==> src/rtl/pc_unit.sv <==
// rtl/pc_unit.sv - RV32I program counter, next-PC selection, misalign trap and retired-instruction counter
module pc_unit #(
  parameter logic [31:0] RESET_PC = 32'h0000_0000
) (
  input  logic        clk,
  input  logic        rst,
  input  logic        stall,
  input  logic        branch,
  input  logic        jump,
  input  logic        jalr,
  input  logic [2:0]  br_funct3,
  input  logic        zero,
  input  logic        last_bit,
  input  logic [31:0] imm,
  input  logic [31:0] alu_result,
  output logic [31:0] pc,
  output logic [31:0] pc_plus4,
  output logic        take,
  output logic        instr_valid,
  output logic        misalign_trap,
  output logic [31:0] bad_target,
  output logic [31:0] instret
);

  typedef enum logic [1:0] {
    ST_BOOT = 2'd0,
    ST_RUN  = 2'd1,
    ST_TRAP = 2'd2
  } state_e;

  state_e      state_q, state_d;
  logic [31:0] pc_q, pc_d;
  logic [31:0] instret_q, instret_d;
  logic [31:0] bad_target_q, bad_target_d;

  logic        cond;
  logic [31:0] target;
  logic [31:0] rel_target;
  logic        misaligned;

  // Branch condition from funct3; SLT/SLTU outcome arrives on last_bit.
  always_comb begin
    cond = 1'b0;
    unique case (br_funct3)
      3'b000:         cond = zero;
      3'b001:         cond = ~zero;
      3'b100, 3'b110: cond = last_bit;
      3'b101, 3'b111: cond = ~last_bit;
      default:        cond = 1'b0;
    endcase
  end

  assign pc_plus4   = pc_q + 32'd4;
  assign rel_target = pc_q + imm;

  // Target/take selection: JALR beats JAL beats conditional branch.
  always_comb begin
    target = pc_plus4;
    take   = 1'b0;
    if (jalr) begin
      target = alu_result & ~32'h1;
      take   = 1'b1;
    end else if (jump) begin
      target = rel_target;
      take   = 1'b1;
    end else if (branch) begin
      target = rel_target;
      take   = cond;
    end
  end

  assign misaligned = take && (target[1:0] != 2'b00);

  // Next-state logic: BOOT lasts one cycle, RUN retires or traps, TRAP is terminal.
  always_comb begin
    state_d      = state_q;
    pc_d         = pc_q;
    instret_d    = instret_q;
    bad_target_d = bad_target_q;
    unique case (state_q)
      ST_BOOT: begin
        state_d = ST_RUN;
      end
      ST_RUN: begin
        if (!stall) begin
          if (misaligned) begin
            bad_target_d = target;
            state_d      = ST_TRAP;
          end else begin
            pc_d      = take ? target : pc_plus4;
            instret_d = instret_q + 32'd1;
          end
        end
      end
      ST_TRAP: begin
        state_d = ST_TRAP;
      end
      default: begin
        state_d = ST_BOOT;
      end
    endcase
  end

  // State registers with synchronous active-low reset.
  always_ff @(posedge clk) begin
    if (!rst) begin
      state_q      <= ST_BOOT;
      pc_q         <= RESET_PC;
      instret_q    <= 32'd0;
      bad_target_q <= 32'd0;
    end else begin
      state_q      <= state_d;
      pc_q         <= pc_d;
      instret_q    <= instret_d;
      bad_target_q <= bad_target_d;
    end
  end

  assign pc            = pc_q;
  assign instr_valid   = (state_q == ST_RUN);
  assign misalign_trap = (state_q == ST_TRAP);
  assign bad_target    = bad_target_q;
  assign instret       = instret_q;

endmodule

==> config.mk <==
export PLATFORM = sky130hd
export DESIGN_NAME = pc_unit
export DESIGN_NICKNAME = d
export VERILOG_FILES = /design/src/rtl/pc_unit.sv
export SDC_FILE = /design/constraint.sdc
export NUM_CORES = 1
export LEC_CHECK = 0
export ABC_AREA = 1
export CAP_MARGIN = 20
export CORE_UTILIZATION = 30
export CTS_CLUSTER_DIAMETER = 100
export DETAILED_ROUTE_END_ITERATION = 10
export GPL_TIMING_DRIVEN = 0
export PLACE_DENSITY_LB_ADDON = 0.12
export SLEW_MARGIN = 0
export SYNTH_ARGS = -nofsm -noshare
export SYNTH_HDL_FRONTEND = slang
export SYNTH_SLANG_ARGS = --single-unit
==> constraint.sdc <==
create_clock -name clk -period 2.7 [get_ports clk]
set_input_delay 0.27 -clock clk [delete_from_list [all_inputs] [get_ports clk]]
set_output_delay 0.27 -clock clk [all_outputs]
set_load 0.01 [all_outputs]
==> results by stage, run 1 <==
Outcome:
- The run finished with clean final reports.

Synth:
- The register bit total from synthesis is 98.
- The largest total area in the synthesized netlist belongs to dfxtp_1.
- Synthesis produced a netlist whose cell count is 1,434.
- During synthesis, Yosys emitted a total of 0 warnings.
- The synthesized net count is 1,546.
- The dominant cell by count in the synthesized netlist is nand2_1.
- Of all flip-flops after synthesis, the portion carrying an async set or reset was 0.
- The netlist area before placement is 0.008441 sq mm.
- The share of synthesized area in the top cell type comes to 0.2324.
- The prevailing post-synth register cell is dfxtp_1.
- Each instance of the synthesized netlist takes up on average 5.886 sq um.
- By area the synthesized netlist is led by dfxtp_1 (23%), nand2_1 (21%), inv_1 (8.6%).
- The post-synthesis sequential area ratio is 0.2324.
- By count the netlist is led by nand2_1 (474), inv_1 (193), a21oi_1 (113), nor2_1 (112), dfxtp_1 (98).
- Yosys mapped a number of flops with a built-in enable equal to 0.
- The netlist uses 44 different library cells.

Drt:
- The count of nets left with antenna violations once routing finished came out at 0.
- The average routed wire per standard cell is 18.62 um.
- The vias after detailed routing is 10,065.
- Before antenna repair, the detailed router went through 5 iterations.
- After detailed routing, the number of vias per cell comes to 4.939.
- Wires add up to 37,940 um.
- The number of violations reported at the end of detailed-routing iteration 0 is 821.
- The post-route DRC violation count is 0.

Hold path:
- The worst min-delay path endpoint is bad_target[0]$_SDFFE_PN0P_.
- The startpoint identified for the worst hold timing path is jalr.
- The number of stages on the worst hold path is 4.
- The kind of path behind the tightest hold check is input pin to flip-flop.

Clocking:
- After clock tree synthesis, the clock-pin slew on the worst setup and hold paths is 0.08 ns.
- The clock tree from TritonCTS is yes.
- For the worst-skew pair, the clock arrives at the later sink with an insertion delay of 0.37 ns.
- For this design, the CTS-stage hold fixing added 0 buffers.
- The maximum clock path buffer count is 2.
- The number of buffers added by the clock tree synthesis step is 9.
- The clock net sink count is 98.
- The root buffer cell chosen for the clock tree is clkbuf_16.
- The clock tree synthesis step divided the H-tree into 3 levels.

Worst setup path:
- The startpoint of the most critical register-to-register path is pc[0]$_SDFFE_PN0P_.
- The slowest stage of the critical path is the clkdlybuf4s50_1 cell.
- The worst flop-to-flop path endpoint is bad_target[20]$_SDFFE_PN0P_.
- The setup check on the worst reg-to-reg path leaves a slack of 0.14 ns.
- STA classifies the critical path endpoint as a primary output.
- The largest stage delay on the critical path is 0.59 ns.
- In this run the worst path has a maximum fanout of 6.
- STA classifies the critical path startpoint as a flip-flop.
- The worst reg2reg path depth is 16.
- For the worst setup path, the data required time is 2.43 ns.
- The critical path goes through nand2_1, nor2_1, nand3_1, nor2_4, xor2_2, clkdlybuf4s50_1.
- The worst setup path category is flip-flop to primary output.
- The data arrival at the endpoint of the critical path is 2.38 ns.

STA:
- The achievable frequency is 0.3770 GHz.
- Setup repair after global routing could not meet its margin everywhere.
- The final-layout setup total negative slack is 0 ns.
- The post-layout minimum cycle time is 2.652 ns.
- The worst path setup slack after routing is 0.04762 ns.
- Measured against its own limit, the worst slew margin works out to 0.4407.
- The number of max-slew violations in the final report was 0.
- The number of setup violations in the final report is 0.
- Dividing the final minimum period by the clock period gives 0.9824.
- The clock arrives with 0.01015 ns of skew.
- The number of hold violations in the final report is 0.
- Hold is met by 0.4112 ns.
- For the pin with the worst max-slew slack, the measured transition is 0.8390 ns.

Die:
- The die is 169.7 um wide.
- The starting density of the core is 0.3047.
- The placement row count is 61.
- The vertical extent of the die is 169.7 um.
- 206 I/O pins were placed.
- The core area is 0.02771 sq mm.
- The die covers 0.02881 sq mm.

Pwr:
- The leakage power figure is 5.329 nW.
- IR analysis of the VDD net gives a maximum drop of 0.0003198 V.
- The total power divided by cell area is 471.0 mW/mm^2.

Final layout:
- The fraction of final layout cells with drive strength greater than 1 is 0.08373.
- The number of nets in the finished design is 1,767.
- Counting the fill cells in the layout gives 3,068.
- Relative to the synthesized area, the layout overhead comes to 36.59%.
- The number of non-filler instances in the completed layout is 2,038.
- The repair_antennas step left the layout with diodes totalling 0.
- After routing the design area is 0.01153 sq mm.

Place:
- The placed cell count is 2,015.
- The wire-length estimate of the detail-placed layout is 30,910 um.
- The post-place instance area is 0.01095 sq mm.
- Routability-driven placement finished with a final weighted congestion of 0.9839.
- The count of buffers added on input and output ports is 203.
- The pre-CTS setup slack is -0.4672 ns.

Global routing:
- The overall fraction of global-route tracks in use is 0.2618.
- The initial antenna violation count is 0.
- The total overflow left after global routing is 0.
- The first global-routing pass estimated 56,120 um of wire.
- Entering global routing, the biggest net connects 19 pins.
- The via count of the first global-routing pass came to 9,275.

Run:
- Max-cap violations in this run came to 0.
-- sequential cells by signal, indices dropped and copies added, names as in the netlist --
name,count
bad_target,32
instret,32
pc,32
state_q,2
-- repair_timing --
item / CTS / global route
endpoints found under the setup margin: 30 / 88
pin swaps: 1 / 3
buffers inserted: 2 / 6
hold endpoints to repair: 0 / 0
gates resized for setup: 30 / 42
-- cells by family after synthesis --
family / after synthesis / share of synthesized area
and+or+nand+nor: 758 / 0.3823
buffers and inverters: 250 / 0.1175
AOI/OAI and AO/OA: 243 / 0.1577
DFF: 98 / 0.2324
xor gates and xnor gates: 48 / 0.05425
adders and majority gates: 37 / 0.05574
-- layout by cell type (no fill, tap or decap), types with 12 or more instances in the layout --
| cell | count |
|---|---|
| inv_1 | 193 |
| o21a_1 | 12 |
| a31oi_1 | 14 |
| xor2_1 | 33 |
| ha_1 | 35 |
| nand3_1 | 75 |
| dfxtp_1 | 72 |
| nor2_1 | 107 |
| o211ai_1 | 13 |
| o21ai_0 | 56 |
| nand4_1 | 15 |
| clkdlybuf4s50_1 | 200 |
| o21ai_1 | 20 |
| nor3_1 | 26 |
| buf_4 | 12 |
| nand2_1 | 472 |
| a21oi_1 | 113 |
| dfxtp_2 | 22 |
| clkbuf_1 | 23 |
-- power breakdown --
part           internal (mW)  switching, mW
Clock                  0.767          0.678
Sequential              1.59          0.199
Combinational          0.889           1.30
Total                   3.25           2.18
-- per-layer routing --
layer  wire length (um)  global-route usage
met5                  0                   0
met4                590             0.05288
met3               2778             0.04384
met2              16180              0.3974
met1              18390              0.3840
-- final cells by class --
class / count / area [sq um] / share of cell area
timing repair buffer: 211 / 2100 / 0.1821
sequential: 98 / 2004 / 0.1739
clock inverter: 6 / 83.83 / 0.007272
tap: 378 / 473.0 / 0.04102
buffer: 46 / 232.7 / 0.02019
clock buffer: 10 / 239.0 / 0.02073
inverter: 203 / 767.0 / 0.06653
multi-input combinational: 1086 / 5629 / 0.4883
-- worst max-delay path: cells and delay by family (launching register included) --
kind | cells | cell delay (ns)
simple gates | 4 | 0.71
buf+inv | 1 | 0.59
flops | 1 | 0.42
xor+xnor | 1 | 0.29
-- metrics by stage --
stage | total power, mW | util
2_1_floorplan | 2.914 | -
3_3_place_gp | 3.931 | 0.3951
3_5_place_dp | 3.938 | 0.3951
4_1_cts | 5.418 | 0.4101
5_1_grt | 5.741 | 0.4161
6_report | 5.430 | 0.4161
-- worst max-delay path by stage --
stage	from	end	slack (ns)	depth (start not counted)
6_report	pc[9]$_SDFFE_PN0P_	pc_plus4[13]	0.05	6
3_5_place_dp	imm[0]	bad_target[20]$_SDFFE_PN0P_	-0.47	17
2_1_floorplan	pc[0]$_SDFFE_PN0P_	bad_target[23]$_SDFFE_PN0P_	0.57	14
3_3_place_gp	imm[0]	bad_target[20]$_SDFFE_PN0P_	-0.44	17
5_1_grt	pc[9]$_SDFFE_PN0P_	pc_plus4[13]	-0.02	6
4_1_cts	pc[21]$_SDFFE_PN0P_	pc_plus4[23]	0.002	7
(Power assumes the default switching activity.)
==> inputs of run 2 (changes only) <==
--- a/config.mk
+++ b/config.mk
@@ -12,6 +12,8 @@
 export DETAILED_ROUTE_END_ITERATION = 10
 export GPL_TIMING_DRIVEN = 0
 export PLACE_DENSITY_LB_ADDON = 0.12
+export SETUP_SLACK_MARGIN = 0.3
+export SKIP_CTS_REPAIR_TIMING = 1
 export SLEW_MARGIN = 0
 export SYNTH_ARGS = -nofsm -noshare
 export SYNTH_HDL_FRONTEND = slang
==> run 2 against run 1 <==
Net effect: die area unchanged; clock power barely moved; global-route usage down 0.067 points; critical endpoint is now pc_plus4[9]; largest cell class unchanged; clock-buffer cell count unchanged.
==> results by stage, run 2 (synthesis gave the netlist of run 1 again) <==
Clocking:
- The clock tree from TritonCTS is yes.
- The clock transition at the registers of the reported paths came to 0.08 ns (about the same).
- The clock net sink count is 98 (unchanged).
- The clock insertion delay at the later pin of the skew report is 0.37 ns (about the same).
- The number of levels the H-tree was split into was 3 (unchanged).
- The maximum clock path buffer count came to 2 (unchanged).
- In this run the clock root is driven by a clkbuf_16.
- The number of buffers added by the clock tree synthesis step is 9 (unchanged).

Die:
- The vertical extent of the die came to 169.7 um (unchanged).
- The boundary pin count came to 206 (unchanged).
- The placement row count is 61 (unchanged).
- The starting density of the core is 0.3047 (unchanged).
- The area enclosed by the die boundary was 0.02881 sq mm (unchanged).
- The core area is 0.02771 sq mm (unchanged).
- The horizontal extent of the die came to 169.7 um (unchanged).

Drt:
- The post-route DRC violation count is 0 (unchanged).
- The via density per instance came to 4.936 (about the same).
- The average routed wire per standard cell is 18.77 um (+0.82%).
- The remaining antenna violation count after routing was 0 (unchanged).
- The total length of routed wires came to 38,660 um (+1.9%).
- The number of violations reported at the end of detailed-routing iteration 0 is 777 (-5.4%).
- The number of optimization iterations in the first detailed-route pass is 5 (unchanged).
- The vias after detailed routing is 10,169 (+1.0%).

STA:
- Setup repair after global routing could not meet its margin everywhere.
- The post-layout minimum cycle time is 2.631 ns (-0.02131 ns).
- The number of hold violations in the final report is 0 (unchanged).
- The worst slew margin relative to its limit is 0.4406 (about the same).
- The post-route worst hold slack was 0.4387 ns (+0.02755 ns).
- The achievable frequency is 0.3801 GHz (+0.81%).
- The number of setup violations in the final report was 0 (unchanged).
- The number of max-slew violations in the final report is 0 (unchanged).
- The period utilization is 0.9745 (-0.007892).
- The largest clock skew in the final design came to 0.01274 ns (+0.002597 ns).
- The slew at the pin closest to its max-slew limit came to 0.8391 ns (+0.0001523 ns).

Global routing:
- The overall fraction of global-route tracks in use is 0.2611 (-0.0006747).
- The maximum number of pins on one net before global-route repair is 19 (unchanged).
- The total congestion overflow came to 0 (unchanged).
- The first-pass GRT wire length came to 56,000 um (-0.22%).
- The via count of the first global-routing pass came to 9,271 (-0.043%).
- The initial antenna violation count is 0 (unchanged).

Hold path:
- The startpoint of the lowest-slack hold path is jalr.
- The worst min-delay path endpoint is bad_target[0]$_SDFFE_PN0P_.
- The kind of path behind the tightest hold check is input pin to flip-flop.
- The number of stages on the worst hold path is 4 (unchanged).

Final layout:
- In the layout the commonest cells are nand2_1 (446), inv_1 (192), clkdlybuf4s50_1 (181).
- The number of non-filler instances in the completed layout is 2,060 (+1.1%).
- The number of nets in the finished design was 1,789 (+1.2%).
- The library cell used most frequently in the layout, excluding fill and tap cells, is nand2_1.
- The fraction of final layout cells with drive strength greater than 1 is 0.1534 (+0.06965).
- The final design utilization is 0.4489 (+0.03279).
- Relative to the synthesized area, the layout overhead comes to 47.35%.
- The post-route cell area is 0.01244 sq mm (+7.9%).
- The number of antenna repair diodes is 0 (unchanged).

Worst setup path:
- STA classifies the critical path endpoint as a primary output.
- The critical path is of the flip-flop to primary output type.
- The maximum net fanout on the critical path is 7 (+1).
- The slack of the worst reg-to-reg path is 0.30 ns (+0.16 ns).
- The worst reg2reg path depth is 12 (-4).
- The worst flop-to-flop path endpoint is pc[28]$_SDFFE_PN0P_.
- The data required time at the worst endpoint came to 2.43 ns (about the same).
- The worst setup path is launched from a flip-flop.
- The data arrival at the endpoint of the critical path is 2.36 ns (-0.02 ns).
- The worst register-to-register path begins at pc[15]$_SDFFE_PN0P_.

Place:
- The weighted congestion at the end of routability-driven global placement is 0.9839 (unchanged).
- The HPWL after detailed placement was 30,910 um (unchanged).
- The placed cell count was 2,015 (unchanged).
- The total of buffers placed on input and output ports is 203 (unchanged).
- The post-place instance area was 0.01095 sq mm (unchanged).

Pwr:
- The total power divided by cell area is 456.4 mW/mm^2 (-3.1%).
- The peak ir drop on the vdd network is 0.0003264 V (+2.0%).
- The leakage power figure is 5.876 nW (+10%).

Outcome:
- The run finished with clean final reports.

Run:
- The number of max-capacitance violations reported is 0 (unchanged).
## run 2: changes by cell type in the layout (fill, tap and decap cells not counted), sizes merged
| cell | previous run | this run |
|---|---|---|
| buf | 28 | 50 |
| clkbuf | 36 | 37 |
| clkdlybuf4s50 | 200 | 181 |
| clkinv | 3 | 4 |
| dlymetal6s2s | 3 | 21 |
| inv | 205 | 204 |
## run 2: how the worst max path moves through the flow
stage                                   from                     endpoint  cells after the start
after floorplan           pc[0]$_SDFFE_PN0P_  bad_target[23]$_SDFFE_PN0P_                     14
after global placement                imm[0]  bad_target[20]$_SDFFE_PN0P_                     17
after detailed placement              imm[0]  bad_target[20]$_SDFFE_PN0P_                     17
after CTS                 pc[2]$_SDFFE_PN0P_                 pc_plus4[14]                      8
after global routing      pc[3]$_SDFFE_PN0P_                 pc_plus4[14]                      8
final                     pc[4]$_SDFFE_PN0P_                  pc_plus4[9]                      5
## run 2: per-layer routing
layer / up-vias / track usage / share of wire
met5: - / 0 / 0
met4: 0 / 0.05327 / 0.020
met3: 45 / 0.04151 / 0.071
met2: 371 / 0.3959 / 0.43
met1: 4682 / 0.3845 / 0.48
li1: 5071 / - / -
## run 2: power breakdown
part / internal (mW) / total [mW] / switching [mW]
Combinational: 1.02 / 2.42 / 1.40
Sequential: 1.60 / 1.81 / 0.210
Clock: 0.767 / 1.45 / 0.678
## run 2: final cells by class
| class | count | area [sq um] |
|---|---|---|
| Clock buffer | 10 | 239.0 |
| Inverter | 203 | 777.0 |
| Timing Repair Buffer | 232 | 2374 |
| Tap cell | 378 | 473.0 |
| Fill cell | 2983 | 15270 |
| Multi-Input combinational cell | 1086 | 6126 |
| Clock inverter | 6 | 83.83 |
| Buffer | 47 | 304.0 |
| Sequential cell | 98 | 2061 |
## run 2: worst max-delay path, stage by stage, from the launching register on
cell and delay [ns]:
dfxtp_4 0.43, nand3_4 0.14, nor2_4 0.17, nand2_4 0.13, xnor2_1 0.48, clkdlybuf4s50_1 0.64
## run 2: per-stage QoR
step	setup WS (ns)	TNS, ns	total power [mW]
2_1_floorplan	0.5746	0	2.914
3_3_place_gp	-0.4404	-15.20	3.931
3_5_place_dp	-0.4672	-14.92	3.938
4_1_cts	-0.3559	-4.018	5.399
5_1_grt	0.01920	0	5.984
6_report	0.06893	0	5.676
